--- config.mk ---
export PLATFORM = sky130hd
export DESIGN_NAME = nested_loop_sched_flat
export DESIGN_NICKNAME = d
export VERILOG_FILES = /design/src/rtl/nested_loop_sched_if.sv /design/src/rtl/nested_loop_sched.sv /design/src/flat_wrapper.sv
export SDC_FILE = /design/constraint.sdc
export NUM_CORES = 1
export LEC_CHECK = 0
export BUFFER_PORTS_ARGS = -buffer_cell sky130_fd_sc_hd__buf_2
export CORE_UTILIZATION = 62
export CTS_BUF_LIST = sky130_fd_sc_hd__clkbuf_4
export DETAILED_ROUTE_END_ITERATION = 10
export PLACE_DENSITY = 0.95
export SETUP_SLACK_MARGIN = 0.15
export SLEW_MARGIN = 30
export SYNTH_ARGS = -nofsm -noshare
export SYNTH_HDL_FRONTEND = slang
export SYNTH_SLANG_ARGS = --single-unit
--- constraint.sdc ---
create_clock -name clk -period 6.61 [get_ports clk]
set_input_delay 0.661 -clock clk [delete_from_list [all_inputs] [get_ports clk]]
set_output_delay 0.661 -clock clk [all_outputs]
set_load 0.005 [all_outputs]
--- src/rtl/nested_loop_sched_if.sv ---
// Event channel between the nested-loop scheduler and its datapath.
// The scheduler is the master: it offers events, and the datapath answers with evt_ready.
interface nested_loop_sched_if;
    logic       evt_valid;
    logic       evt_ready;
    logic       evt_type;
    logic [7:0] x_idx;
    logic [7:0] y_idx;
    logic [7:0] act1;
    logic [7:0] act2;

    modport master (
        output evt_valid, evt_type, x_idx, y_idx, act1, act2,
        input  evt_ready
    );

    modport slave (
        input  evt_valid, evt_type, x_idx, y_idx, act1, act2,
        output evt_ready
    );
endinterface

--- src/rtl/nested_loop_sched.sv ---
// Two-level loop scheduler: for each outer index it issues one outer event,
// followed by inner_n inner events, all handshaked on a valid/ready channel.
module nested_loop_sched (
    input  logic                clk,
    input  logic                rst_n,
    input  logic                start,
    input  logic [7:0]          outer_n,
    input  logic [7:0]          inner_n,
    output logic                busy,
    output logic                done,
    nested_loop_sched_if.master evt
);
    typedef enum logic [1:0] {IDLE, OUTER, INNER, DONE} state_t;

    state_t     state, state_d;
    logic [7:0] outer_q, outer_d;
    logic [7:0] inner_q, inner_d;
    logic [7:0] x_q, x_d;
    logic [7:0] y_q, y_d;
    logic [7:0] act1_q, act1_d;
    logic [7:0] act2_q, act2_d;
    logic       x_last, y_last;

    // Counts are non-zero whenever these are consulted, so the subtraction cannot wrap.
    assign x_last = (x_q == outer_q - 8'd1);
    assign y_last = (y_q == inner_q - 8'd1);

    always_ff @(posedge clk) begin
        if (!rst_n) begin
            state   <= IDLE;
            outer_q <= '0;
            inner_q <= '0;
            x_q     <= '0;
            y_q     <= '0;
            act1_q  <= '0;
            act2_q  <= '0;
        end else begin
            state   <= state_d;
            outer_q <= outer_d;
            inner_q <= inner_d;
            x_q     <= x_d;
            y_q     <= y_d;
            act1_q  <= act1_d;
            act2_q  <= act2_d;
        end
    end

    always_comb begin
        state_d = state;
        outer_d = outer_q;
        inner_d = inner_q;
        x_d     = x_q;
        y_d     = y_q;
        act1_d  = act1_q;
        act2_d  = act2_q;
        unique case (state)
            IDLE: begin
                if (start) begin
                    outer_d = outer_n;
                    inner_d = inner_n;
                    x_d     = '0;
                    y_d     = '0;
                    act1_d  = '0;
                    act2_d  = '0;
                    state_d = (outer_n == 8'd0) ? DONE : OUTER;
                end
            end
            OUTER: begin
                if (evt.evt_ready) begin
                    act2_d = act2_q + 8'd1;
                    y_d    = '0;
                    if (inner_q != 8'd0) begin
                        state_d = INNER;
                    end else if (!x_last) begin
                        x_d     = x_q + 8'd1;
                        state_d = OUTER;
                    end else begin
                        state_d = DONE;
                    end
                end
            end
            INNER: begin
                if (evt.evt_ready) begin
                    act1_d = act2_q;
                    if (!y_last) begin
                        y_d = y_q + 8'd1;
                    end else if (!x_last) begin
                        x_d     = x_q + 8'd1;
                        state_d = OUTER;
                    end else begin
                        state_d = DONE;
                    end
                end
            end
            DONE: begin
                state_d = IDLE;
            end
            default: begin
                state_d = IDLE;
            end
        endcase
    end

    assign evt.evt_valid = (state == OUTER) || (state == INNER);
    assign evt.evt_type  = (state == INNER);
    assign evt.x_idx     = x_q;
    assign evt.y_idx     = y_q;
    assign evt.act1      = act1_q;
    assign evt.act2      = act2_q;
    assign busy          = (state != IDLE);
    assign done          = (state == DONE);
endmodule

--- src/flat_wrapper.sv ---
// flat-port wrapper written by rule: the top's interface ports become plain ports
module nested_loop_sched_flat 
  (clk, rst_n, start, outer_n, inner_n, busy, done, evt_evt_valid, evt_evt_type, evt_x_idx, evt_y_idx, evt_act1, evt_act2, evt_evt_ready);
  nested_loop_sched_if evt_i ();
  input  logic clk;
  input  logic rst_n;
  input  logic start;
  input  logic [7:0] outer_n;
  input  logic [7:0] inner_n;
  output logic busy;
  output logic done;
  output wire logic [$bits(evt_i.evt_valid)-1:0] evt_evt_valid;
  output wire logic [$bits(evt_i.evt_type)-1:0] evt_evt_type;
  output wire logic [$bits(evt_i.x_idx)-1:0] evt_x_idx;
  output wire logic [$bits(evt_i.y_idx)-1:0] evt_y_idx;
  output wire logic [$bits(evt_i.act1)-1:0] evt_act1;
  output wire logic [$bits(evt_i.act2)-1:0] evt_act2;
  input wire logic [$bits(evt_i.evt_ready)-1:0] evt_evt_ready;
  assign evt_evt_valid = evt_i.evt_valid;
  assign evt_evt_type = evt_i.evt_type;
  assign evt_x_idx = evt_i.x_idx;
  assign evt_y_idx = evt_i.y_idx;
  assign evt_act1 = evt_i.act1;
  assign evt_act2 = evt_i.act2;
  assign evt_i.evt_ready = evt_evt_ready;
  nested_loop_sched u_core (.clk(clk), .rst_n(rst_n), .start(start), .outer_n(outer_n), .inner_n(inner_n), .busy(busy), .done(done), .evt(evt_i));
endmodule
======== Word level (Yosys, flattened, before mapping) ========
Cells that the tools add are included.
storage, ports and cells
  output and inout port bits .............. 36
  bits of input ports ..................... 20
  logic and storage cells ................. 60
  flip-flop bits (word level) ............. 50
operators by class
  multiplexer cells ....................... 23
  reduce and logical (&&, ||, !) cells .... 14
  equal/unequal tests ..................... 11
  $add $sub $neg .......................... 5
operators with widths
  operator                                                                 count
  8-bit two-way mux                                                        11
  8-bit case mux with 3 select lines                                       2
  8-bit case mux with 2 select lines                                       2
  8-bit by 1-bit adder with 8-bit output, second input constant            3
  8-bit equality test                                                      2
  8-bit by 1-bit subtractor with 8-bit output, second input constant       2
  2-bit two-way mux                                                        7
  8-bit logical NOT                                                        1
  2-bit inequality test, second input constant                             4
  2-bit case mux with 4 select lines                                       1
  8-bit nonzero test                                                       1
  3-bit AND reduction                                                      2
  6-bit AND reduction                                                      1
  2-bit nonzero test                                                       3
  5-bit AND reduction                                                      1
  2-bit equality test, second input constant                               2
  2-bit by 1-bit inequality test with 1-bit output, second input constant  2
  4-bit AND reduction                                                      1
  3-bit nonzero test                                                       1
  2-bit by 1-bit equality test with 1-bit output, second input constant    1
  2-bit logical NOT                                                        1
  2-bit AND reduction                                                      1
  1-bit logical OR                                                         1

======== Depth between registers and ports, before layout ========
  word-level depth ........................ 6
  mapped depth ............................ 10
  mapped depth without buffers ............ 9

======== Worst setup path before layout ========
OpenSTA, ideal clock, no wires.
  path kind ............................... reg-to-reg
  from .................................... reg u_core.inner_q[0]
  to ...................................... reg u_core.x_q[6] (netlist: u_core.evt.x_idx[6])
  buffers on the path ..................... 0
  cell stages (with the launch flop) ...... 9
  setup time .............................. 0.121 ns
  setup slack ............................. 3.904 ns
  required time ........................... 6.489 ns
  data arrival time ....................... 2.585 ns
  period minus slack after synthesis ...... 2.706 ns
  cells stage by stage .................... dfxtp_1 inv_1 ha_1 a211o_1 a211o_1 a2111oi_4 nor2b_2 nor4b_1 mux2_2
on the way
  longest elaborated chain between the ends .. 4
  elaborated cells between the ends (all ways) .. 6
  classes of those cells .................. add/sub: 1; eq/ne: 3; reduce/logical: 2
ends and longest elaborated chain
  element                                                            RTL line                 source
  from (decl)                                                        nested_loop_sched.sv:17  logic [7:0] inner_q, inner_d;
  from (signal assigned)                                             nested_loop_sched.sv:40  inner_q <= inner_d;
  8-bit by 1-bit subtractor with 8-bit output                        nested_loop_sched.sv:26  assign y_last = (y_q == inner_q - 8'd1);
  8-bit equality test                                                nested_loop_sched.sv:26
  2-bit by 1-bit inequality test with 1-bit output (no source line)  n/a
  6-bit AND reduction (no source line) *                             n/a
  to (signal assigned)                                               nested_loop_sched.sv:33  x_q <= '0;
  to (signal assigned)                                               nested_loop_sched.sv:41  x_q <= x_d;
  to (decl)                                                          nested_loop_sched.sv:18  logic [7:0] x_q, x_d;
Mark *: on every way between the ends. The rest lies on a longest branch, timed or not.
A chain may end at the register's enable or synchronous reset.

======== Final worst setup path ========
Same ends and word-level chain as after synthesis.

==> impl_summary.txt <==
----------------------------------------------------
[Yosys]
  Top flip-flop cell by instance count after synthesis ... sky130_fd_sc_hd__dfxtp_1
  Yosys synthesis warning count ... 0
  Flop and latch count out of synthesis ... 50
  Avg Cell Area, Syn ... 8.01 um^2
  Post-synthesis cell type count ... 52
  Summed instance area of the synthesized netlist ... 2850 um^2
  Number of enable flip-flop cells after synthesis ... 0
  Sequential area share after synthesis ... 35.1%
  Fraction of registers with async set/reset ... 0%
  Synth Net Count ... 386
  Instance count of the mapped netlist ... 356

[CTS]
  Clk Latency, worst-skew pair ... 0.37 ns
  Total number of clock tree sinks ... 50
  Library cell used as clock root buffer ... sky130_fd_sc_hd__clkbuf_4
  Total CTS buffers ... 5
  Hold buffer count at cts ... 0
  Clock-pin slew on the worst setup and hold paths ... 0.14 ns
  Clock tree from TritonCTS ... yes
  Buffer count from post-CTS setup fixing ... 0
  Clock tree buffer depth ... 2
  H-tree depth ... 2
  # resized after CTS ... 0

[Place]
  Port bufs ... 55
  Placement Setup Slack ... 3.52 ns
  Final Wtd Congestion ... 0.904
  Post-detailed-placement cell area ... 3130 um^2
  Post-DP HPWL ... 4750 um

[Global routing]
  Aggregate global-route resource usage ... 28.1%
  Number of global-route vias before repair ... 2565
  Total congestion overflow ... 0
  First-pass GRT wire length ... 11200 um
  Number of antenna violations at the first check in global routing ... 0
  Pin count of the biggest net entering global routing ... 34

[Route]
  Drt pass-1 iters ... 4
  Number of nets with antenna violations after detailed routing ... 0
  DR WL/cell ... 14.2 um
  DRC errors left ... 0
  Mean number of vias per cell ... 6.03
  Number of violations reported at the end of detailed-routing iteration 0 ... 168
  Drt total wl ... 6510 um
  Via count ... 2757

[Worst setup path]
  Worst-path maximum fanout ... 17
  Path type of the worst setup path ... flip-flop to flip-flop
  Critical path launch point type ... flip-flop
  Critical path capture point type ... flip-flop
  WP data required ... 6.88 ns
  Endpoint arrival time on the critical path ... 3.41 ns

[Die]
  Die width ... 69.8 um
  Height of the die ... 69.8 um
  Count of pins on the block boundary ... 56
  Overall die area ... 4880 um^2
  Effective utilization at floorplan ... 65.1%
  Core footprint ... 4380 um^2
  Number of core rows ... 24

[STA]
  Max-slew violation count ... 0
  Worst-case clock skew ... 0.0108 ns
  Peak clock frequency supported by timing ... 319 MHz
  Clock period minus final worst setup slack ... 3.13 ns
  Final Hold Viols ... 0
  Period Utilization, post-route ... 47.4%
  Final setup viols ... 0
  Accumulated negative setup slack ... 0 ns
  Slew of the pin with the lowest slew margin ... 0.826 ns
  Slew HR ... 44.9%
  Setup repair after global routing missed its margin ... no
  Post-layout worst setup margin ... 3.48 ns
  Hold_ws ... 0.458 ns

[Layout]
  Antenna diodes ... 0
  Area added between synthesis and finish ... 12.6%
  Most used cells in the layout excluding fill and tap cells ... sky130_fd_sc_hd__buf_2 (55), sky130_fd_sc_hd__nand2_1 (53), sky130_fd_sc_hd__dfxtp_1 (50), sky130_fd_sc_hd__a21oi_1 (37), sky130_fd_sc_hd__nor2_1 (29)
  Leading cell type in the layout, fill and taps excluded ... sky130_fd_sc_hd__buf_2
  Fraction of final layout cells with drive strength greater than 1 ... 18.3%
  Cell area after layout ... 3210 um^2
  Total number of nets in the final design ... 434

[Power]
  Max VDD drop ... 0.236 mV
  Pwr/cell area ... 327 nW/um^2
  Cell leakage power ... 1.31 nW

[Outcome]
  Status ... completed

[Flow run]
  MaxCap Viol Count ... 0

[Hold path]
  Class of the most critical hold timing path ... flip-flop to flip-flop

----------------------------------------------------
stage by stage:
| stage | cells | total power [mW] | util (%) |
|---|---|---|---|
| detailed placement | 449 | 0.860 | 71.3 |
| CTS | 457 | 1.04 | 73.2 |
| global placement | 449 | 0.841 | 71.3 |
| finish | 457 | 1.05 | 73.3 |
| global route | 457 | 1.12 | 73.3 |
| floorplan | 356 | 0.752 | - |
power breakdown:
part	leakage [nW]	switching [mW]	internal (mW)	total, mW
logic	0.853	0.304	0.179	0.483
clock network	0.0463	0.0956	0.0885	0.184
registers	0.406	0.0484	0.334	0.382
sequential cells by signal (all words and copies together), names as in the netlist:
register	cells
u_core.evt.act2	8
u_core.inner_q	8
u_core.evt.y_idx	8
u_core.state	2
u_core.evt.x_idx	8
u_core.outer_q	8
u_core.evt.act1	8
layout make-up:
class,instances,area (um^2)
Tap cell,52,65.1
Clock inverter,1,30.0
Inverter,13,48.8
Multi-Input combinational cell,279,1740
Clock buffer,7,52.6
Sequential cell,50,1000
Timing Repair Buffer,55,275
Fill cell,332,1170
kinds of logic (layout without fill, tap and decap cells):
family	count (synthesis)	count (layout)	share of synthesized area, %
and+or+nand+nor	158	158	27.9
AOI/OAI and AO/OA	81	81	18.6
DFF	50	50	35.1
buffers and inverters	27	76	4.08
xor gates and xnor gates	26	26	8.51
adders and majority gates	10	10	4.39
muxes	4	4	1.49
synth_stat cells, types with 2 or more instances:
master	instances	area, um^2
sky130_fd_sc_hd__and2_1	2	12.5
sky130_fd_sc_hd__mux2i_1	2	20.0
sky130_fd_sc_hd__mux2_2	2	22.5
sky130_fd_sc_hd__buf_1	2	7.51
sky130_fd_sc_hd__or2_2	2	12.5
sky130_fd_sc_hd__o211ai_1	2	15.0
sky130_fd_sc_hd__nor3_1	7	35.0
sky130_fd_sc_hd__nor2_1	29	109
sky130_fd_sc_hd__nor3b_1	4	30.0
sky130_fd_sc_hd__nand2b_1	4	25.0
sky130_fd_sc_hd__clkbuf_1	10	37.5
sky130_fd_sc_hd__or4_1	10	75.1
sky130_fd_sc_hd__dfxtp_1	50	1000
sky130_fd_sc_hd__o21ai_0	8	40.0
sky130_fd_sc_hd__a211o_1	3	26.3
sky130_fd_sc_hd__xor2_1	11	96.3
sky130_fd_sc_hd__a32o_1	2	20.0
sky130_fd_sc_hd__nor2b_1	5	31.3
sky130_fd_sc_hd__or3_1	2	12.5
sky130_fd_sc_hd__ha_1	10	125
sky130_fd_sc_hd__o21a_1	2	15.0
sky130_fd_sc_hd__and3_1	4	25.0
sky130_fd_sc_hd__nand2_1	53	199
sky130_fd_sc_hd__xnor2_1	14	123
sky130_fd_sc_hd__a211oi_1	5	37.5
sky130_fd_sc_hd__o21ai_1	3	15.0
sky130_fd_sc_hd__o31ai_1	7	52.6
sky130_fd_sc_hd__nand3_1	19	95.1
sky130_fd_sc_hd__a21oi_1	37	185
sky130_fd_sc_hd__and4_1	2	17.5
sky130_fd_sc_hd__nand4_1	8	50.1
sky130_fd_sc_hd__nand4b_1	2	17.5
sky130_fd_sc_hd__inv_1	13	48.8
sky130_fd_sc_hd__buf_6	2	22.5
routing by layer:
| layer | share of wire [%] | GRT usage, % | vias to the layer above |
|---|---|---|---|
| li1 | - | - | 1372 |
| met2 | 47 | 46.9 | 107 |
| met5 | 0 | 0 | - |
| met1 | 46 | 35.8 | 1269 |
| met3 | 5.7 | 4.80 | 9 |
| met4 | 1.4 | 12.0 | 0 |
path summary, 6_finish.rpt:
path	from	to	depth (start not counted)	slack, ns
worst min-delay path	u_core.evt.act1[7]	u_core.evt.act1[7]	2	0.46
worst min register to register	u_core.evt.act1[7]	u_core.evt.act1[7]	2	0.46
worst max-delay path	u_core.inner_q[0]	u_core.evt.x_idx[6]	8	3.48
worst max register to register	u_core.inner_q[0]	u_core.evt.x_idx[6]	8	3.48
worst max-delay path, cell delays in order (launching register included):
cell and delay [ns]:
sky130_fd_sc_hd__dfxtp_1 0.45, sky130_fd_sc_hd__inv_1 0.10, sky130_fd_sc_hd__ha_1 0.28, sky130_fd_sc_hd__a211o_1 0.31
sky130_fd_sc_hd__a211o_1 0.29, sky130_fd_sc_hd__a2111oi_4 0.58, sky130_fd_sc_hd__nor2b_2 0.26, sky130_fd_sc_hd__nor4b_1 0.38
sky130_fd_sc_hd__mux2_2 0.37
Note: power is estimated with default switching activity, not from simulation.
